<file path="config.mk">
export PLATFORM = sky130hd
export DESIGN_NAME = demux_tdm_sequencer
export DESIGN_NICKNAME = d
export VERILOG_FILES = /design/src/rtl/demux_tdm_sequencer.sv
export SDC_FILE = /design/constraint.sdc
export NUM_CORES = 1
export LEC_CHECK = 0
export CORE_MARGIN = 3
export CORE_UTILIZATION = 40
export DETAILED_ROUTE_END_ITERATION = 12
export DONT_BUFFER_PORTS = 1
export MAX_ROUTING_LAYER = met4
export PLACE_DENSITY = 0.57
export SYNTH_ARGS = -nofsm -noshare
export SYNTH_HDL_FRONTEND = slang
export SYNTH_SLANG_ARGS = --single-unit
</file>
<file path="constraint.sdc">
create_clock -name clk -period 2 [get_ports clk]
set_clock_uncertainty 0.2 [all_clocks]
set_input_delay 0.4 -clock clk [delete_from_list [all_inputs] [get_ports clk]]
set_output_delay 0.4 -clock clk [all_outputs]
set_load 0.01 [all_outputs]
</file>
<file path="src/rtl/demux_tdm_sequencer.sv">
// Round-robin TDM sequencer feeding a 1:4 demux; one-cycle accept-to-slot latency.
// Backpressure: din_ready low while a slot is held, the current channel is masked, or not running.
module demux_tdm_sequencer #(
  parameter int HOLD_CYCLES = 1,
  parameter int FRAME_W     = 8
) (
  input  logic               clk,
  input  logic               rst,
  input  logic               en,
  input  logic [3:0]         ch_mask,
  input  logic               din,
  input  logic               din_valid,
  output logic               din_ready,
  output logic               dmx_in,
  output logic               s1,
  output logic               s0,
  output logic               dmx_strobe,
  output logic [FRAME_W-1:0] frame_cnt,
  output logic               frame_done,
  output logic               err_nomask
);

  localparam int HW = (HOLD_CYCLES > 1) ? $clog2(HOLD_CYCLES) : 1;

  typedef enum logic [1:0] {IDLE, RUN, HOLD} state_t;

  state_t             state_q, state_d;
  logic [1:0]         cur_ch_q, cur_ch_d;
  logic [1:0]         sel_q, sel_d;
  logic               dmx_in_q, dmx_in_d;
  logic               strobe_q, strobe_d;
  logic               frame_done_q, frame_done_d;
  logic [FRAME_W-1:0] frame_cnt_q, frame_cnt_d;
  logic [HW-1:0]      hold_cnt_q, hold_cnt_d;
  logic               mask_any;
  logic               accept;

  // Next enabled channel strictly above cur, wrapping; cur itself if it is the only one.
  function automatic logic [1:0] next_ch(input logic [1:0] cur, input logic [3:0] m);
    logic [1:0] r;
    logic [1:0] cand;
    r = cur;
    for (int i = 3; i >= 1; i--) begin
      cand = cur + 2'(i);
      if (m[cand]) r = cand;
    end
    return r;
  endfunction

  function automatic logic [1:0] lowest_ch(input logic [3:0] m);
    logic [1:0] r;
    r = 2'd0;
    for (int i = 3; i >= 0; i--) if (m[i]) r = 2'(i);
    return r;
  endfunction

  function automatic logic [1:0] highest_ch(input logic [3:0] m);
    logic [1:0] r;
    r = 2'd0;
    for (int i = 0; i < 4; i++) if (m[i]) r = 2'(i);
    return r;
  endfunction

  assign mask_any   = |ch_mask;
  assign din_ready  = (state_q == RUN) && ch_mask[cur_ch_q];
  assign accept     = din_valid && din_ready;
  assign err_nomask = en && !mask_any;

  always_comb begin
    state_d      = state_q;
    cur_ch_d     = cur_ch_q;
    sel_d        = sel_q;
    dmx_in_d     = dmx_in_q;
    strobe_d     = strobe_q;
    frame_cnt_d  = frame_cnt_q;
    hold_cnt_d   = hold_cnt_q;
    frame_done_d = 1'b0;
    case (state_q)
      IDLE: begin
        strobe_d = 1'b0;
        dmx_in_d = 1'b0;
        if (en && mask_any) begin
          cur_ch_d = lowest_ch(ch_mask);
          state_d  = RUN;
        end
      end
      RUN: begin
        if (accept) begin
          dmx_in_d = din;
          sel_d    = cur_ch_q;
          strobe_d = 1'b1;
          cur_ch_d = next_ch(cur_ch_q, ch_mask);
          if (cur_ch_q == highest_ch(ch_mask)) begin
            frame_cnt_d  = frame_cnt_q + FRAME_W'(1);
            frame_done_d = 1'b1;
          end
          if (HOLD_CYCLES > 1) begin
            state_d    = HOLD;
            hold_cnt_d = HW'(HOLD_CYCLES - 1);
          end else if (!en || !mask_any) begin
            state_d = IDLE;
          end
        end else begin
          strobe_d = 1'b0;
          dmx_in_d = 1'b0;
          if (!en || !mask_any) state_d = IDLE;
          else if (!ch_mask[cur_ch_q]) cur_ch_d = next_ch(cur_ch_q, ch_mask);
        end
      end
      HOLD: begin
        // Strobe stays up through the exit edge so the slot spans HOLD_CYCLES cycles.
        hold_cnt_d = hold_cnt_q - HW'(1);
        if (hold_cnt_q == HW'(1)) state_d = en ? RUN : IDLE;
      end
      default: state_d = IDLE;
    endcase
  end

  always_ff @(posedge clk or posedge rst) begin
    if (rst) begin
      state_q      <= IDLE;
      cur_ch_q     <= 2'd0;
      sel_q        <= 2'd0;
      dmx_in_q     <= 1'b0;
      strobe_q     <= 1'b0;
      frame_done_q <= 1'b0;
      frame_cnt_q  <= '0;
      hold_cnt_q   <= '0;
    end else begin
      state_q      <= state_d;
      cur_ch_q     <= cur_ch_d;
      sel_q        <= sel_d;
      dmx_in_q     <= dmx_in_d;
      strobe_q     <= strobe_d;
      frame_done_q <= frame_done_d;
      frame_cnt_q  <= frame_cnt_d;
      hold_cnt_q   <= hold_cnt_d;
    end
  end

  assign dmx_in     = dmx_in_q;
  assign s1         = sel_q[1];
  assign s0         = sel_q[0];
  assign dmx_strobe = strobe_q;
  assign frame_cnt  = frame_cnt_q;
  assign frame_done = frame_done_q;

endmodule

</file>
==> run metrics, run 1 <==
Post-Route WL=2000 um; vias in the first global route=751; Clock Sinks=16; I/O Buffers=0; worst r2r src=cur_ch_q[0]; clk buf depth=2; Hold Path Class=in -> reg; share of post-route cells with drive strength above 1=19.6%; Worst setup SP type=flip-flop; initial antenna violation count=0; Switching Share=39.0%; Leak=0.467 nW; DR iter-0 viols=3; Max Clock Freq=0.499 GHz; detailed placement HPWL=1510 um; Seq cells post-synth=16; worst relative slew slack=59.7%; Cell Count, Final, Fillers Out=130; power density cells=1260 nW/um2; Slew @ Worst Pin=604 ps; GR Overflow Total=0; Int Pwr=0.000817 W; most common cell after layout, fill and taps aside=dfrtp_1; Vias=755; Layout fillers=224; drt first pass iters=4; DIE AREA=3050 um2; DR vias/cell=5.81; diodes inserted=0; FF-to-FF setup slack=90 ps; first-pass GRT wire length=3510 um; Total GRT Usage=14.8%; data required time of the worst path=1400 ps; Die Span Y=55.2 um; Rows=17; initial core utilization=43.0%; WP data arrival=1400 ps; largest net degree at the start of global routing=18; gpl congestion=0.821; Clk Tree Root Cell=clkbuf_4; clock power share=16.0%; crit share post-route=100%; post-route antenna net violation count=0; Hold Startpoint=din; drt drc=0; Cells after DPL=124; Area after DPL=1010 um2; Avg Cell Area, Syn=9.88 um2; Design Power=0.00134 W; endpoint type of the worst setup path=output pin; CTS Buf Count=3; Setup WS post-layout=-4.14 ps; Synth cell types=37; boundary pin count=24; syn nets=109; Post-synth EDFFs=0; core area=2250 um2; max-cap viol count=0; worst-path fanout max=4; failing checks=negative setup slack; RSZ-0062 raised after global routing=true; CP startpoint=cur_ch_q[0]; Final Max Slew Viols=0; Reg power frac=42.3%; utilization after layout=47.2%; run status=complete, but fails checks; layout net count=114; peak supply drop=0.770 mV; yosys warns=0; per-cell routed wire length=15.3 um; Mapped Area=968 um2; H-tree depth=1; CTS clk-pin slew, worst paths=90 ps; Die X=55.2 um; sequential area share after synthesis=41.3%; commonest non-fill, non-tap cells in the layout=16 x dfrtp_1, 7 x buf_4, 6 x o21ai_0, 6 x xnor2_1; Synth Instances=98; ys async rst share=100%; post-layout minimum cycle time=2000 ps; kind of critical path=reg -> out; Sw Pwr=0.000523 W; Setup violations, final=1; P&R area growth vs syn=9.82%; Combinational Power Share=41.7%; Worst-Skew Late Latency=290 ps; CTS tree=built; Main synth FF type=dfrtp_1; Fin. Hold Viols=0; final instance area=1060 um2
==> timing repair <==
item                       in CTS  in global routing
pin swaps                       0                  1
hold endpoints to repair       16                  0
setup endpoints to repair       1                  3
hold buffers                    1                  0
buffers inserted                0                  1
gates cloned                    0                  0
gates resized for setup         1                  0
==> sequential cells by signal (all words and copies together), names as in the netlist <==
signal,flops
state_q,1
cur_ch_q,2
frame_cnt,8
sel_q,2
frame_done,1
dmx_in,1
dmx_strobe,1
==> power groups by stage <==
| stage | Clock (W) | Combinational, W | Sequential, W |
|---|---|---|---|
| 3_5_place_dp | 0 | 0.000550 | 0.000574 |
| 5_1_grt | 0.000246 | 0.000625 | 0.000583 |
| 2_1_floorplan | 0 | 0.000496 | 0.000509 |
| 3_3_place_gp | 0 | 0.000544 | 0.000573 |
| 6_report | 0.000214 | 0.000559 | 0.000567 |
| 4_1_cts | 0.000222 | 0.000562 | 0.000570 |
==> through the flow <==
| step | hold WS (ps) | worst slack [ps] | TNS [ps] |
|---|---|---|---|
| final | 49.4 | -4.14 | -4.14 |
| after global placement | 182 | 108 | 0 |
| after detailed placement | 198 | 74.4 | 0 |
| after global routing | 17.6 | -98.3 | -114 |
| after floorplan | 114 | 7.49 | 0 |
| after CTS | 36.5 | -30.6 | -30.6 |
==> logic make-up after synthesis <==
kind of cell,count (synthesis),synth area share [%]
AND/OR/NAND/NOR,34,19.9
flip-flops,16,41.3
XOR/XNOR,8,7.24
AO/OA/AOI/OAI,21,16.3
adder cells (fa/ha/maj),2,2.58
multiplexers,5,6.85
buffers and inverters,12,5.81
==> critical path: stages (launching register included) <==
cell	delay (ps)
dfrtp_1	380
mux4_2	550
and2_4	200
==> synthesized netlist by cell type, types with 3 or more instances <==
library cell / instances / share of area, %
clkbuf_1: 4 / 1.5
buf_2: 3 / 1.5
nand4_1: 5 / 3.2
mux2_2: 3 / 3.5
nor2_1: 5 / 1.9
dfrtp_1: 16 / 41
o21ai_0: 6 / 3.1
xnor2_1: 6 / 5.4
nor3_1: 3 / 1.5
inv_1: 4 / 1.5
a21oi_1: 3 / 1.5
nand2_1: 3 / 1.2
and2_1: 4 / 2.6
and3_1: 4 / 2.6
==> worst paths after layout <==
kind,to,cells past startpoint
worst max-delay path,din_ready,2
worst min-delay path,dmx_in,1
worst max register to register,cur_ch_q[0],5
worst min register to register,frame_cnt[6],1
max in group asynchronous,cur_ch_q[0],2
min in group asynchronous,frame_cnt[0],2
==> layout make-up <==
type	instances	area, um2	share of cell area, %
multi-input cells	70	514	48.4
well taps	28	35.0	3.29
flip-flops and latches	16	400	37.6
repair buffers	8	62.6	5.88
clock buffers	4	36.3	3.41
inverters	4	15.0	1.41
==> layer usage <==
metal	track usage [%]	up-vias	wire length, um
met1	16.4	362	849
met5	-	-	0
met3	4.44	2	127
met2	23.8	28	991
met4	7.99	0	27
li1	-	363	-
(Power assumes the default switching activity.)
==> inputs of run 2 (changes only) <==
--- a/config.mk
+++ b/config.mk
@@ -11,6 +11,7 @@
 export DONT_BUFFER_PORTS = 1
 export MAX_ROUTING_LAYER = met4
 export PLACE_DENSITY = 0.57
+export RECOVER_POWER = 25
 export SYNTH_ARGS = -nofsm -noshare
 export SYNTH_HDL_FRONTEND = slang
 export SYNTH_SLANG_ARGS = --single-unit
==> results of run 2 <==
No change in the layout: final DEF, timing and power equal those of run 1.
==> inputs of run 3 (changes only) <==
--- a/config.mk
+++ b/config.mk
@@ -6,11 +6,11 @@
 export NUM_CORES = 1
 export LEC_CHECK = 0
 export CORE_MARGIN = 3
-export CORE_UTILIZATION = 40
+export CORE_UTILIZATION = 30
 export DETAILED_ROUTE_END_ITERATION = 12
 export DONT_BUFFER_PORTS = 1
 export MAX_ROUTING_LAYER = met4
-export PLACE_DENSITY = 0.57
+export PLACE_DENSITY = 0.46
 export RECOVER_POWER = 25
 export SYNTH_ARGS = -nofsm -noshare
 export SYNTH_HDL_FRONTEND = slang
==> run metrics, run 3 (synthesized netlist as in run 1, its figures left out) <==
Critical Path Max Stage Delay=550 ps (about the same); Layout fillers=294 (+31%); Setup violations, final=0 (-1); I/O Buffers=0 (unchanged); drt drc=0 (unchanged); data required time of the worst path=1400 ps (about the same); Die Span Y=62.8 um (+14%); gpl congestion=0.823 (+0.30%); highest routed metal layer=met4; wire length on met1=949 um (+12%); Fin. Hold Viols=0 (unchanged); DR vias/cell=5.10 (-12%); most common cell after layout, fill and taps aside=dfrtp_1; Setup WS post-layout=16.3 ps (+20.5 ps); Slew @ Worst Pin=600 ps (-3.61 ps); Leak=0.466 nW (-0.29%); R2R depth=5 (unchanged); Met3 Routed Length=128 um (+0.79%); largest net degree at the start of global routing=18 (unchanged); kind of critical path=reg -> out; met2 wire length=917 um (-7.5%); DIE AREA=3950 um2 (+29%); H-tree depth=1 (unchanged); CP startpoint=cur_ch_q[0]; boundary pin count=24 (unchanged); first-pass GRT wire length=3440 um (-2.0%); layout net count=114 (unchanged); Worst setup SP type=flip-flop; commonest non-fill, non-tap cells in the layout=16 x dfrtp_1, 7 x buf_4, 6 x xnor2_1; max reg flops=8 (unchanged); WP data arrival=1380 ps (-20 ps); crit-path cells=mux4_2, and2_4; Max Clock Freq=0.504 GHz (+1.0%); worst relative slew slack=59.9% (+0.24 points); share of post-route cells with drive strength above 1=19.6% (unchanged); CTS tree=built; Design Power=0.00136 W (+1.7%); Clock Sinks=16 (unchanged); crit share post-route=99.2% (-1.0 points); max-cap viol count=0 (unchanged); worst r2r src=cur_ch_q[0]; R2R Path End=frame_cnt[1]; Area after DPL=1030 um2 (+2.5%); GR Overflow Total=0 (unchanged); worst-path fanout max=4 (unchanged); Critical Path Slowest Stage Cell=mux4_2; utilization after layout=37.0% (-10 points); Placement Setup Slack=62.3 ps (-12.1 ps); peak supply drop=0.289 mV (-63%); run status=finished, final reports clean; CTS clk-pin slew, worst paths=90 ps (about the same); post-layout minimum cycle time=1980 ps (-20.5 ps); Buffers & Inverters on Critical Path=0 (unchanged); final instance area=1080 um2 (+1.6%); Hold Path Class=in -> reg; detailed placement HPWL=1510 um (about the same); stages on the worst setup path=2 (unchanged); drt first pass iters=4 (unchanged); power density cells=1260 nW/um2 (about the same); crit-path leading delay family=multiplexers; end of the critical path=din_ready; initial antenna violation count=0 (unchanged); post-route antenna net violation count=0 (unchanged); Die X=62.8 um (+14%); Clk Tree Root Cell=clkbuf_4; endpoint type of the worst setup path=output pin; Rows=19 (+2); diodes inserted=0 (unchanged); core area=2920 um2 (+30%); clk buf depth=2 (unchanged); smallest hold slack=44.8 ps (-4.59 ps); Total GRT Usage=11.1% (-3.7 points); Vias=734 (-2.8%); initial core utilization=33.1% (-9.8 points); Worst-Skew Late Latency=280 ps (about the same); postcts setup bufs=0 (unchanged); Post-Route WL=2030 um (+1.5%); RSZ-0062 raised after global routing=true; per-cell routed wire length=14.1 um (-8.4%); vias in the first global route=669 (-11%); Final Max Slew Viols=0 (unchanged); CTS Buf Count=3 (unchanged); DR iter-0 viols=30 (+27); FF-to-FF setup slack=110 ps (+20 ps); P&R area growth vs syn=11.6%
==> run 3: cell types whose count changed in the layout (fill, tap and decap cells not counted) <==
cell | previous run | this run
o21ai_0 | 6 | 5
o21ai_1 | 0 | 1
==> run 3: power breakdown <==
group	total (W)	switching [W]	internal (W)
Sequential	0.000548	0.000133	0.000415
Combinational	0.000602	0.000300	0.000301
Clock	0.000212	0.000101	0.000111
==> run 3: worst reg2reg max path: stages (launching register included) <==
cell and delay, ps:
dfrtp_1 410, mux4_2 380, nand3_1 150, a21oi_2 150, buf_4 180, mux2_2 340
==> run 3: routing by layer <==
metal  track usage, %  vias to the layer above
li1                 -                      361
met1             15.2                      347
met2             14.8                       24
met3             3.06                        2
met4             5.79                        0
met5                -                        -
==> run 3: through the flow <==
stage / std cells / TNS [ps]
floorplan: 98 / 0
global placement: 139 / 0
detailed placement: 139 / 0
CTS: 144 / -4.82
global route: 144 / -66.8
finish: 144 / 0
==> run 3: worst min-delay path by stage <==
stage / depth (start not counted) / end / start
after floorplan: 1 / cur_ch_q[0] / rst
after global placement: 1 / sel_q[1] / rst
after detailed placement: 1 / sel_q[1] / rst
after CTS: 1 / dmx_in / din
after global routing: 1 / dmx_in / din
final: 1 / dmx_in / din
==> run 3: final cells by class <==
cell class | instances | area [um2] | share of cell area, %
inverter | 4 | 15.0 | 1.39
timing repair buffer | 8 | 62.6 | 5.79
tap | 42 | 52.6 | 4.86
sequential | 16 | 400 | 37.0
multi-input combinational | 70 | 514 | 47.6
clock buffer | 4 | 36.3 | 3.36
==> run 3: timing repair <==
| item | in CTS | in global routing |
|---|---|---|
| hold buffers | 1 | 0 |
| setup endpoints to repair | 1 | 4 |
| hold endpoints to repair | 16 | 0 |
| resized for setup | 1 | 1 |
| pin swaps | 1 | 3 |
